[config.mk]
export PLATFORM = sky130hd
export DESIGN_NAME = guess_grader
export DESIGN_NICKNAME = d
export VERILOG_FILES = /design/src/rtl/guess_grader_pkg.sv /design/src/rtl/guess_grader_shape_counter.sv /design/src/rtl/guess_grader.sv
export SDC_FILE = /design/constraint.sdc
export NUM_CORES = 1
export LEC_CHECK = 0
export CAP_MARGIN = 40
export CORE_MARGIN = 5
export CORE_UTILIZATION = 58
export CTS_CLUSTER_DIAMETER = 80
export DETAILED_ROUTE_END_ITERATION = 8
export HOLD_SLACK_MARGIN = 0.15
export PLACE_DENSITY = 0.82
export SLEW_MARGIN = 30
export SYNTH_ARGS = -nofsm -noshare
export SYNTH_HDL_FRONTEND = slang
export SYNTH_SLANG_ARGS = --single-unit
[constraint.sdc]
create_clock -name clock -period 10 [get_ports clock]
set_clock_uncertainty 0.05 [all_clocks]
set_input_delay 1.5 -clock clock [delete_from_list [all_inputs] [get_ports clock]]
set_output_delay 1.5 -clock clock [all_outputs]
set_load 0.02 [all_outputs]
[src/rtl/guess_grader_pkg.sv]
// -----------------------------------------------------------------------------
// guess_grader_pkg
//   Shared types for the guess grader: shape codes, four-slot patterns, the
//   grader FSM state enum and a small min() helper used by the scorer.
// -----------------------------------------------------------------------------
package guess_grader_pkg;

  localparam int NUM_SLOTS = 4;

  typedef logic [2:0] shape_t;

  // Slot 3 occupies [11:9] down to slot 0 at [2:0].
  typedef shape_t [NUM_SLOTS-1:0] pattern_t;

  typedef enum logic [2:0] {
    ST_IDLE,
    ST_WAIT_GUESS,
    ST_SCORE,
    ST_REPORT,
    ST_WON,
    ST_LOST
  } grader_state_t;

  function automatic logic [2:0] min3(input logic [2:0] a, input logic [2:0] b);
    return (a < b) ? a : b;
  endfunction

endpackage

[src/rtl/guess_grader_shape_counter.sv]
// -----------------------------------------------------------------------------
// shape_counter
//   Counts how many slots of a pattern hold a given shape code.
//   i_pattern : pattern_t  four 3-bit shapes
//   i_s       : shape_t    shape code to count
//   o_count   : [2:0]      number of matching slots (0..4)
// -----------------------------------------------------------------------------
module shape_counter
  import guess_grader_pkg::*;
(
  input  pattern_t   i_pattern,
  input  shape_t     i_s,
  output logic [2:0] o_count
);

  always_comb begin
    o_count = '0;
    for (int i = 0; i < NUM_SLOTS; i++)
      o_count = o_count + {2'b00, (i_pattern[i] == i_s)};
  end

endmodule

[src/rtl/guess_grader.sv]
// -----------------------------------------------------------------------------
// guess_grader
//   Snapshots the master pattern, grades up to MAX_ROUNDS guesses and reports
//   exact (Znarly) and shape-only (Zood) matches, round count and win/loss.
//   clock, reset (async, active high)
//   startGame      : synchronous restart to IDLE, highest priority
//   masterPattern  : [11:0] master, captured once when masterLoaded in IDLE
//   masterLoaded   : master valid
//   Guess          : [11:0] player guess, captured on GradeIt rising edge
//   GradeIt        : grade request (rising edge used)
//   Znarly, Zood   : [3:0] score of last graded guess
//   RoundNumber    : [3:0] guesses graded this game
//   scoreValid     : one-cycle pulse when the score outputs update
//   GameWon        : high in WON
//   GameOver       : high in WON or LOST
// -----------------------------------------------------------------------------
module guess_grader
  import guess_grader_pkg::*;
#(
  parameter int MAX_ROUNDS = 8
) (
  input  logic        clock,
  input  logic        reset,
  input  logic        startGame,
  input  logic [11:0] masterPattern,
  input  logic        masterLoaded,
  input  logic [11:0] Guess,
  input  logic        GradeIt,
  output logic [3:0]  Znarly,
  output logic [3:0]  Zood,
  output logic [3:0]  RoundNumber,
  output logic        scoreValid,
  output logic        GameWon,
  output logic        GameOver
);

  localparam logic [3:0] MAXR = 4'(MAX_ROUNDS);

  grader_state_t r_state, w_next;
  pattern_t      r_master, r_guess;
  shape_t        r_s;
  logic [2:0]    r_acc, r_exact;
  logic          r_grade_q;

  logic          w_grade_edge;
  logic [2:0]    w_cnt_m, w_cnt_g, w_exact;

  assign w_grade_edge = GradeIt & ~r_grade_q;

  shape_counter u_cnt_master (.i_pattern(r_master), .i_s(r_s), .o_count(w_cnt_m));
  shape_counter u_cnt_guess  (.i_pattern(r_guess),  .i_s(r_s), .o_count(w_cnt_g));

  always_comb begin
    w_exact = '0;
    for (int i = 0; i < NUM_SLOTS; i++)
      w_exact = w_exact + {2'b00, (r_master[i] == r_guess[i])};
  end

  // ---------------- FSM ----------------
  always_ff @(posedge clock or posedge reset) begin
    if (reset) r_state <= ST_IDLE;
    else       r_state <= w_next;
  end

  always_comb begin
    w_next = r_state;
    if (startGame) begin
      w_next = ST_IDLE;
    end else begin
      case (r_state)
        ST_IDLE:       if (masterLoaded) w_next = ST_WAIT_GUESS;
        ST_WAIT_GUESS: if (w_grade_edge) w_next = ST_SCORE;
        ST_SCORE:      if (r_s == 3'd7)  w_next = ST_REPORT;
        ST_REPORT: begin
          if (r_exact == 3'd4)                w_next = ST_WON;
          else if (RoundNumber + 4'd1 == MAXR) w_next = ST_LOST;
          else                                 w_next = ST_WAIT_GUESS;
        end
        ST_WON:        w_next = ST_WON;
        ST_LOST:       w_next = ST_LOST;
        default:       w_next = ST_IDLE;
      endcase
    end
  end

  assign GameWon  = (r_state == ST_WON);
  assign GameOver = (r_state == ST_WON) || (r_state == ST_LOST);

  // ---------------- datapath ----------------
  always_ff @(posedge clock or posedge reset) begin
    if (reset) begin
      r_master    <= '0;
      r_guess     <= '0;
      r_s         <= '0;
      r_acc       <= '0;
      r_exact     <= '0;
      r_grade_q   <= 1'b0;
      Znarly      <= '0;
      Zood        <= '0;
      RoundNumber <= '0;
      scoreValid  <= 1'b0;
    end else begin
      r_grade_q  <= GradeIt;
      scoreValid <= 1'b0;
      if (startGame) begin
        Znarly      <= '0;
        Zood        <= '0;
        RoundNumber <= '0;
      end else begin
        case (r_state)
          ST_IDLE:
            if (masterLoaded) r_master <= masterPattern;
          ST_WAIT_GUESS:
            if (w_grade_edge) begin
              r_guess <= Guess;
              r_s     <= '0;
              r_acc   <= '0;
            end
          ST_SCORE: begin
            // One shape code per cycle; r_s wraps back to 0 after code 7.
            r_acc   <= r_acc + min3(w_cnt_m, w_cnt_g);
            r_s     <= r_s + 3'd1;
            r_exact <= w_exact;
          end
          ST_REPORT: begin
            Znarly     <= {1'b0, r_exact};
            Zood       <= {1'b0, r_acc - r_exact};
            if (RoundNumber != MAXR) RoundNumber <= RoundNumber + 4'd1;
            scoreValid <= 1'b1;
          end
          default: ;
        endcase
      end
    end
  end

endmodule
# Word level (Yosys, flattened, before mapping)
# Index checks and enable logic that the tools add are counted.
op_classes:
  add_sub_neg: 13
  eq_ne: 25
  muxes: 20
  n_reduce_logical: 11
  order_cmp: 1
  bitwise_logic: 3
op_table:
  columns: ["op", "n"]
  rows:
  - ["3-bit == test", 12]
  - ["4-bit 2-to-1 mux", 7]
  - ["3-bit 2-to-1 mux", 8]
  - ["3-bit case mux with 6 select lines", 1]
  - ["3-bit by 1-bit adder with 3-bit output", 5]
  - ["3-bit == test (second input constant)", 4]
  - ["3-bit case mux with 2 select lines", 2]
  - ["3-bit AND reduction", 4]
  - ["3-bit != test (second input constant)", 3]
  - ["1-bit by 1-bit adder with 2-bit output", 3]
  - ["3-bit by 2-bit == test with 1-bit output (second input constant)", 2]
  - ["2-bit nonzero test", 3]
  - ["4-bit by 1-bit adder with 4-bit output (second input constant)", 1]
  - ["4-bit == test (second input constant)", 1]
  - ["4-bit != test (second input constant)", 1]
  - ["2-bit AND reduction", 2]
  - ["2-bit by 1-bit adder with 3-bit output", 1]
  - ["3-bit by 1-bit adder with 3-bit output (second input constant)", 1]
  - ["3-bit adder", 1]
  - ["3-bit by 1-bit == test with 1-bit output (second input constant)", 1]
  - ["3-bit logical NOT", 1]
  - ["3-bit less-than comparator", 1]
  - ["3-bit subtractor", 1]
  - ["1-bit 2-to-1 mux", 2]
  - ["other kinds (4)", 5]
totals:
  ff_bits: 50
  out_inout_bits: 15
  input_bits: 29
  wordCells: 90

# Logic depth before layout (Yosys ltp)
# Gate-level depths: netlist of the first run.
logic_depth:
  depth_word: 8
  mapped_depth: 19
  mapped_depth_nobuf: 18

# Hierarchy
# A second synthesis of the first run with hierarchy kept.
unflattened:
  hier_cells: 252
  area_unflattened_um2: 2824.0
modules_own_cells:
  columns: ["module", "instances", "seq_area_each_um2", "cells_per_inst", "area_each_um2"]
  rows:
  - ["guess_grader", 1, 1201.2, 210, 2458.6]
  - ["shape_counter", 2, 0.0, 21, 182.7]

# Worst setup path before layout of the first run
# OpenSTA, ideal clock, no wires.
synth_path:
  path_kind: "reg-to-reg"
  startpoint: "register r_s[0]"
  endpoint: "register r_acc[2]"
  n_path_buf: 1
  stages_incl_launch_ff: 18
  t_required_ps: 9825
  setup_ps: 125
  setup_slack_ps: 5826
  synth_period_minus_slack_ps: 4174
  arrival_ps: 3999
  path_cell_list: "dfrtp_1 clkbuf_1 xor2_1 nor3_1 ha_1 inv_1 fa_1 inv_1 ha_1 ha_1 a21o_1 a21o_1 mux2_2 fa_1 nand2b_1 a21o_1 a31o_1 mux2_2"
synth_via:
  elab_chain_len: 8
  elab_cells_between_ends: 18
  cone_classes: "add/sub: 7; order compare: 1; eq/ne: 8; mux: 2"
synth_lines:
  columns: ["item", "line_no", "source"]
  rows:
  - ["start: declaration", "guess_grader.sv:41", "shape_t r_s;"]
  - ["start signal: assignment", "guess_grader.sv:122", "r_s <= r_s + 3'd1;"]
  - ["3-bit == test", "guess_grader_shape_counter.sv:19", "o_count = o_count + {2'b00, (i_pattern[i] == i_s)};"]
  - ["1-bit by 1-bit adder with 2-bit output", "guess_grader_shape_counter.sv:19", null]
  - ["3-bit by 1-bit adder with 3-bit output (2 in series)", "guess_grader_shape_counter.sv:19", null]
  - ["3-bit less-than comparator", "guess_grader_pkg.sv:25", "return (a < b) ? a : b;"]
  - ["3-bit 2-to-1 mux (*)", "guess_grader_pkg.sv:25", null]
  - ["3-bit adder (*)", "guess_grader.sv:121", "r_acc <= r_acc + min3(w_cnt_m, w_cnt_g);"]
  - ["3-bit case mux with 2 select lines (*)", "guess_grader.sv:110", "case (r_state)"]
  - ["end signal: assignment", "guess_grader.sv:121", null]
  - ["end: declaration", "guess_grader.sv:42", "logic [2:0] r_acc, r_exact;"]
# Mark *: on every way between the ends. The rest lies on a longest branch, timed or not.
# A chain may end at the register's enable or synchronous reset.

# Final worst setup path of the first run
# Same ends and word-level chain as after synthesis.

==> impl_results.md, run 1 <==
- Run status: finished, final reports clean
- Critical Path AT: 4490 ps
- Die width: 80.2 µm
- Synth Flop Type: dfrtp_1
- Final Max Slew Viols: 0
- CTS max path bufs: 2
- # hold bufs at CTS: 0
- Worst min path class: flop to flop
- Post-synthesis sequential area ratio: 0.420
- Root buf cell: clkbuf_8
- Clock share of power: 0.144
- WS Path Type: flop to flop
- Area share of the largest cell type after synthesis: 0.420
- DIE HEIGHT: 80.2 µm
- Avg Synthesized Cell Area: 10.8 µm²
- Post-route setup TNS: 0 ps
- CTS HTree Levels: 2
- CP Data Required Time: 10,140 ps
- Io pins: 44
- Final Hold Violating Endpoints: 0
- Setup WS post-layout: 5650 ps
- GRT Total Usage: 0.185
- Sinks on Clock Net: 48
- Part of the power in combinational logic: 0.482
- Final core utilization: 0.715
- Async set-reset flop share out of synthesis: 1.00
- Routed len/inst: 14.1 µm
- Area leader, netlist: dfrtp_1
- Most frequent cell after synthesis: dfrtp_1
- Post-synth EDFFs: 0
- Vias post-DR: 1,933
- First-pass DRT Iterations: 4
- Yosys reg bits: 48
- CP max stage delay: 670 ps
- Fmax: 230 MHz
- Crit. End Element: flop
- Hold WS: 473 ps
- DRC: 0
- Post-Syn Area: 2860 µm²
- Setup Viol. Count Final: 0
- Fillers: 388
- Fin cells: 369
- Largest cells by area after synthesis: dfrtp_1 42%, mux2_2 7.9%, xnor2_1 7.4%
- Row Count: 25
- RSZ-0062 raised after global routing: false
- Core area: 4750 µm²
- RD Place Congestion: 0.793
- Synthesized instance count: 264
- Top delay family on crit path: adder cells
- Post-route ant nets: 0
- Share of cells above drive strength 1: 0.132
- Placed wire-length estimate: 3950 µm
- CTS buffer count: 5
- Gr busiest metal: met2
- Synth unique cells: 38
- Worst-Margin Slew: 743 ps
- Reg-to-reg slack, setup: 5650 ps
- DR vias/cell: 5.24
- Die area: 6430 µm²
- Post-layout minimum cycle time: 4350 ps
- Final WL: 5200 µm
- GR Layer Usage met3: 0.0448
- Sw frac: 0.365
- Power Internal: 0.542 mW
- Post-CTS resize count: 0
- Design Area, Final: 3400 µm²
- Pin count of the biggest net entering global routing: 49
- Maxcap violations: 0
- VDD IR max: 0.146 mV
- Starting Density: 0.601
- PD cells: 251 nW/µm²
- Reg power frac: 0.375
- CP cell instances: xor2_1, nor3_1, ha_1, inv_1, fa_1, inv_1, ha_1, ha_1, a21o_1, a21o_1, mux2_2, fa_1, nand2b_1, a21o_1, a31o_1, mux2_2
- DRT iter0 DRCs: 157
- ANT cells: 0
- Leak: 1.52 nW
- Clock transition at path regs: 80 ps
- Worst slew margin: 0.503
- Clock tree from TritonCTS: built
- Synth top cells by count: 48 x dfrtp_1, 28 x nand2_1, 24 x xnor2_1, 20 x mux2_2, 19 x inv_1
- Synth warn: 0
- Setup WS pre-CTS: 5680 ps
- P&R area growth vs syn: 19.0%
- CP bufs+invs: 2
- # Post-CTS Setup Buffers: 0
- I/O Buffers: 41
- Switching power: 0.311 mW
- Met1 usage in global routing: 0.213
- Layout Nets: 350
- Overall Power: 0.854 mW
- Vias in the first global route: 2,028
- Remaining Overflow, GRT: 0
- Worst skew pair latency: 300 ps
- Placed cell area: 3300 µm²
- Initial antenna violation count: 0
- Cells after DPL: 362
- Period utilization: 0.435
- CP max-delay cell: dfrtp_1
- First-pass GRT wire length: 9240 µm
- Worst Setup Start Kind: flop
- CP max FO: 10
- M2 GR Usage: 0.329
## power by group through the flow
| stage | clock network (mW) | registers, mW | logic, mW |
|---|---|---|---|
| floorplan | 0 | 0.295 | 0.348 |
| global placement | 0 | 0.323 | 0.389 |
| detailed placement | 0 | 0.324 | 0.411 |
| CTS | 0.126 | 0.321 | 0.417 |
| global route | 0.135 | 0.331 | 0.472 |
| finish | 0.123 | 0.320 | 0.411 |
## final timing paths
path,from,end,depth (start not counted)
min in group asynchronous,reset,r_master[11],2
max in group asynchronous,reset,r_guess[7],2
worst max-delay path,r_s[0],r_acc[2],16
worst min-delay path,Zood[1],Zood[1],2
worst min register to register,Zood[1],Zood[1],2
worst max register to register,r_s[0],r_acc[2],16
## final cells by class
cell class / instances / area, µm² / share of cell area
inverters: 19 / 73.8 / 0.0217
well taps: 67 / 83.8 / 0.0247
multi-input cells: 186 / 1530 / 0.449
clock buffers: 7 / 96.3 / 0.0283
flip-flops and latches: 48 / 1200 / 0.353
repair buffers: 42 / 418 / 0.123
## layout by cell type, fill, tap and decap left out, types with 2 or more instances in the layout
cell type	n
a21o_1	4
mux2_2	20
conb_1	2
inv_1	18
xor2_1	17
nor3_1	6
nand2b_1	4
fa_1	5
nand3_1	8
xnor2_1	24
a21oi_1	7
mux2i_1	3
a211oi_1	3
nand4_1	2
clkbuf_8	7
nand2_1	28
nor2_1	8
ha_1	14
mux2_4	6
nor4b_4	2
dfrtp_1	48
o211ai_1	2
o21ai_0	8
nor2b_1	3
clkdlybuf4s50_1	41
## tightest hold or removal path, stage by stage (launching register included)
cell and delay, ps:
dfrtp_1 380, nand2_1 60, a21oi_1 50
## sequential cells by signal, indices dropped and copies added, names as in the netlist
name / cells
r_guess: 12
r_acc: 3
scoreValid: 1
r_state: 3
RoundNumber: 4
r_s: 3
Znarly: 3
r_exact: 3
r_master: 12
r_grade_q: 1
Zood: 3
## per-layer routing
metal	routed length [µm]	part of all wire
met5	0	0
met2	2690	0.52
met3	245	0.047
met4	99	0.019
met1	2160	0.42
## kinds of logic after synthesis
family | Yosys count | share of synthesized area
AND/OR/NAND/NOR | 67 | 0.123
flip-flops | 48 | 0.420
XOR/XNOR | 41 | 0.126
buffers and inverters | 31 | 0.0495
multiplexers | 29 | 0.121
AO/OA/AOI/OAI | 28 | 0.0631
adder cells (fa/ha/maj) | 19 | 0.0964
other | 1 | 0.00131
(Power assumes the default switching activity.)
==> run 2: changes to the inputs <==
CORE_UTILIZATION = 49   (was 58)
PLACE_DENSITY = 0.74   (was 0.82)
clock period = 4 ns   (was 10 ns; I/O delays follow)
==> run 2 against run 1 <==
Compared with the run above:
- via count up 1.6%
- highest routed layer unchanged
- largest cell class unchanged
- hold slack about the same
- routed wire length is 7.0% higher
- non-clock buffer count increased by 12
- die area increased by 16%
==> impl_results.md, run 2 (synthesis results as in run 1) <==
- Run status: finished, final reports clean
- Crit. End Element: flop
- Placed wire-length estimate: 4090 µm (+3.6%)
- DIE HEIGHT: 86.4 µm (+7.7%)
- CP max-delay cell: dfrtp_2
- Commonest non-fill, non-tap cells in the layout: 45 x dfrtp_1, 41 x clkdlybuf4s50_1, 28 x nand2_1
- Worst slew margin: 0.546 (+0.0434)
- CTS max path bufs: 2 (unchanged)
- CP max stage delay: 500 ps (-170 ps)
- Share of cells above drive strength 1: 0.241 (+0.109)
- Commonest non-fill, non-tap cell in the layout: dfrtp_1
- Worst skew pair latency: 300 ps (about the same)
- Part of the power in combinational logic: 0.521 (+0.039)
- GRT Total Usage: 0.150 (-0.0352)
- DRC: 0 (unchanged)
- Switching power: 0.882 mW (+180%)
- Io pins: 44 (unchanged)
- Clock transition at path regs: 100 ps (+20 ps)
- Final core utilization: 0.651 (-0.0640)
- VDD IR max: 0.498 mV (+240%)
- CP Data Required Time: 4140 ps (-6000 ps)
- Die width: 86.4 µm (+7.7%)
- Worst-Margin Slew: 678 ps (-64.9 ps)
- Routed len/inst: 14.4 µm (+2.1%)
- Sinks on Clock Net: 48 (unchanged)
- Die area: 7460 µm² (+16%)
- Period utilization: 0.986 (+0.550)
- Layout Nets: 362 (+3.4%)
- DRT iter0 DRCs: 53 (-66%)
- Sw frac: 0.364 (-0.00128)
- Worst min path class: flop to flop
- Final WL: 5560 µm (+7.0%)
- CTS buffer count: 5 (unchanged)
- First-pass GRT wire length: 8940 µm (-3.2%)
- P&R area growth vs syn: 27.0%
- Setup Viol. Count Final: 0 (unchanged)
- Initial antenna violation count: 0 (unchanged)
- # hold bufs at CTS: 0 (unchanged)
- DR vias/cell: 5.07 (-3.2%)
- Worst Setup Start Kind: flop
- Final Max Slew Viols: 0 (unchanged)
- Top Registers: r_guess: 12 flops, r_master: 12 flops, RoundNumber: 4 flops
- CP max FO: 6 (-4)
- Core area: 5570 µm² (+17%)
- Vias post-DR: 1,963 (+1.6%)
- Row Count: 27 (+8.0%)
- Clock tree from TritonCTS: built
- PD cells: 669 nW/µm² (+170%)
- ANT cells: 0 (unchanged)
- Post-route ant nets: 0 (unchanged)
- WS Path Type: flop to flop
- Power Internal: 1.54 mW (+180%)
- RD Place Congestion: 0.835 (+5.2%)
- Pin count of the biggest net entering global routing: 49 (unchanged)
- Fmax: 254 MHz (+10%)
- Vias in the first global route: 1,968 (-3.0%)
- Leak: 1.60 nW (+4.7%)
- Post-route setup TNS: 0 ps (unchanged)
- I/O Buffers: 41 (unchanged)
- First-pass DRT Iterations: 5 (+1)
- Critical Path AT: 4090 ps (-400 ps)
- Reg power frac: 0.327 (-0.048)
- Post-layout minimum cycle time: 3940 ps (-412 ps)
- Starting Density: 0.512 (-0.0883)
- Final Hold Violating Endpoints: 0 (unchanged)
- Root buf cell: clkbuf_8
- Maxcap violations: 0 (unchanged)
- Remaining Overflow, GRT: 0 (unchanged)
- CP cell instances: xor2_1, nor3_1, ha_1, inv_2, fa_2, inv_2, ha_4, inv_2, ha_4, a21o_1, a21o_1, mux2_4, fa_2, nand2b_4, a21o_1, a31o_1, mux2_4
- Clock share of power: 0.152 (+0.008)
- CTS HTree Levels: 2 (unchanged)
[run 2: worst paths after layout]
path | start | endpoint | slack, ps | cells past startpoint
max | r_s[0] | r_acc[2] | 60 | 17
min | Znarly[2] | Znarly[2] | 470 | 2
max reg2reg | r_s[0] | r_acc[2] | 60 | 17
min reg2reg | Znarly[2] | Znarly[2] | 470 | 2
max in group asynchronous | reset | r_s[1] | 2800 | 2
min in group asynchronous | reset | r_state[1] | 680 | 2
[run 2: routing by layer]
| metal | vias up | global-route usage | routed length [µm] | part of all wire |
|---|---|---|---|---|
| li1 | 970 | - | - | - |
| met1 | 944 | 0.192 | 2430 | 0.44 |
| met2 | 41 | 0.253 | 2820 | 0.51 |
| met3 | 8 | 0.0295 | 238 | 0.043 |
| met4 | 0 | 0.0496 | 81 | 0.015 |
| met5 | - | 0 | 0 | 0 |
[run 2: worst max-delay path: cells and delay by family (launching register included)]
family	cells	cell delay [ps]
AOI/OAI and AO/OA	4	710
xor gates and xnor gates	1	200
adders and majority gates	5	1400
buffers and inverters	3	180
DFF	1	500
muxes	2	560
and+or+nand+nor	2	230
[run 2: final cells by class]
| class | count | area, µm² |
|---|---|---|
| clock buffer | 6 | 82.6 |
| clock inverter | 2 | 38.8 |
| fill | 451 | 1950 |
| inverter | 19 | 73.8 |
| multi-input combinational | 186 | 1630 |
| sequential | 48 | 1200 |
| tap | 72 | 90.1 |
| timing repair buffer | 54 | 508 |
[run 2: per-stage QoR]
step	total power [mW]	instance area [µm²]	hold slack, ps	std cells	setup slack, ps
floorplan	1.61	2870	442	265	6.02
global placement	1.84	3380	461	378	-51.3
detailed placement	1.87	3380	465	378	-78.1
CTS	2.27	3520	479	386	3.89
global route	2.62	3630	520	387	-23.0
finish	2.43	3630	473	387	57.7
[run 2: repair_timing]
action,in CTS,in global routing
setup endpoints to repair,1,1
setup buffers,0,2
pin swaps,5,16
resized for setup,6,20
[run 2: power by group through the flow]
stage	logic (mW)	clock network (mW)	registers, mW
after global placement	1.06	0	0.785
after global routing	1.40	0.396	0.815
after floorplan	0.875	0	0.737
final	1.26	0.369	0.793
after detailed placement	1.08	0	0.790
after CTS	1.11	0.380	0.783
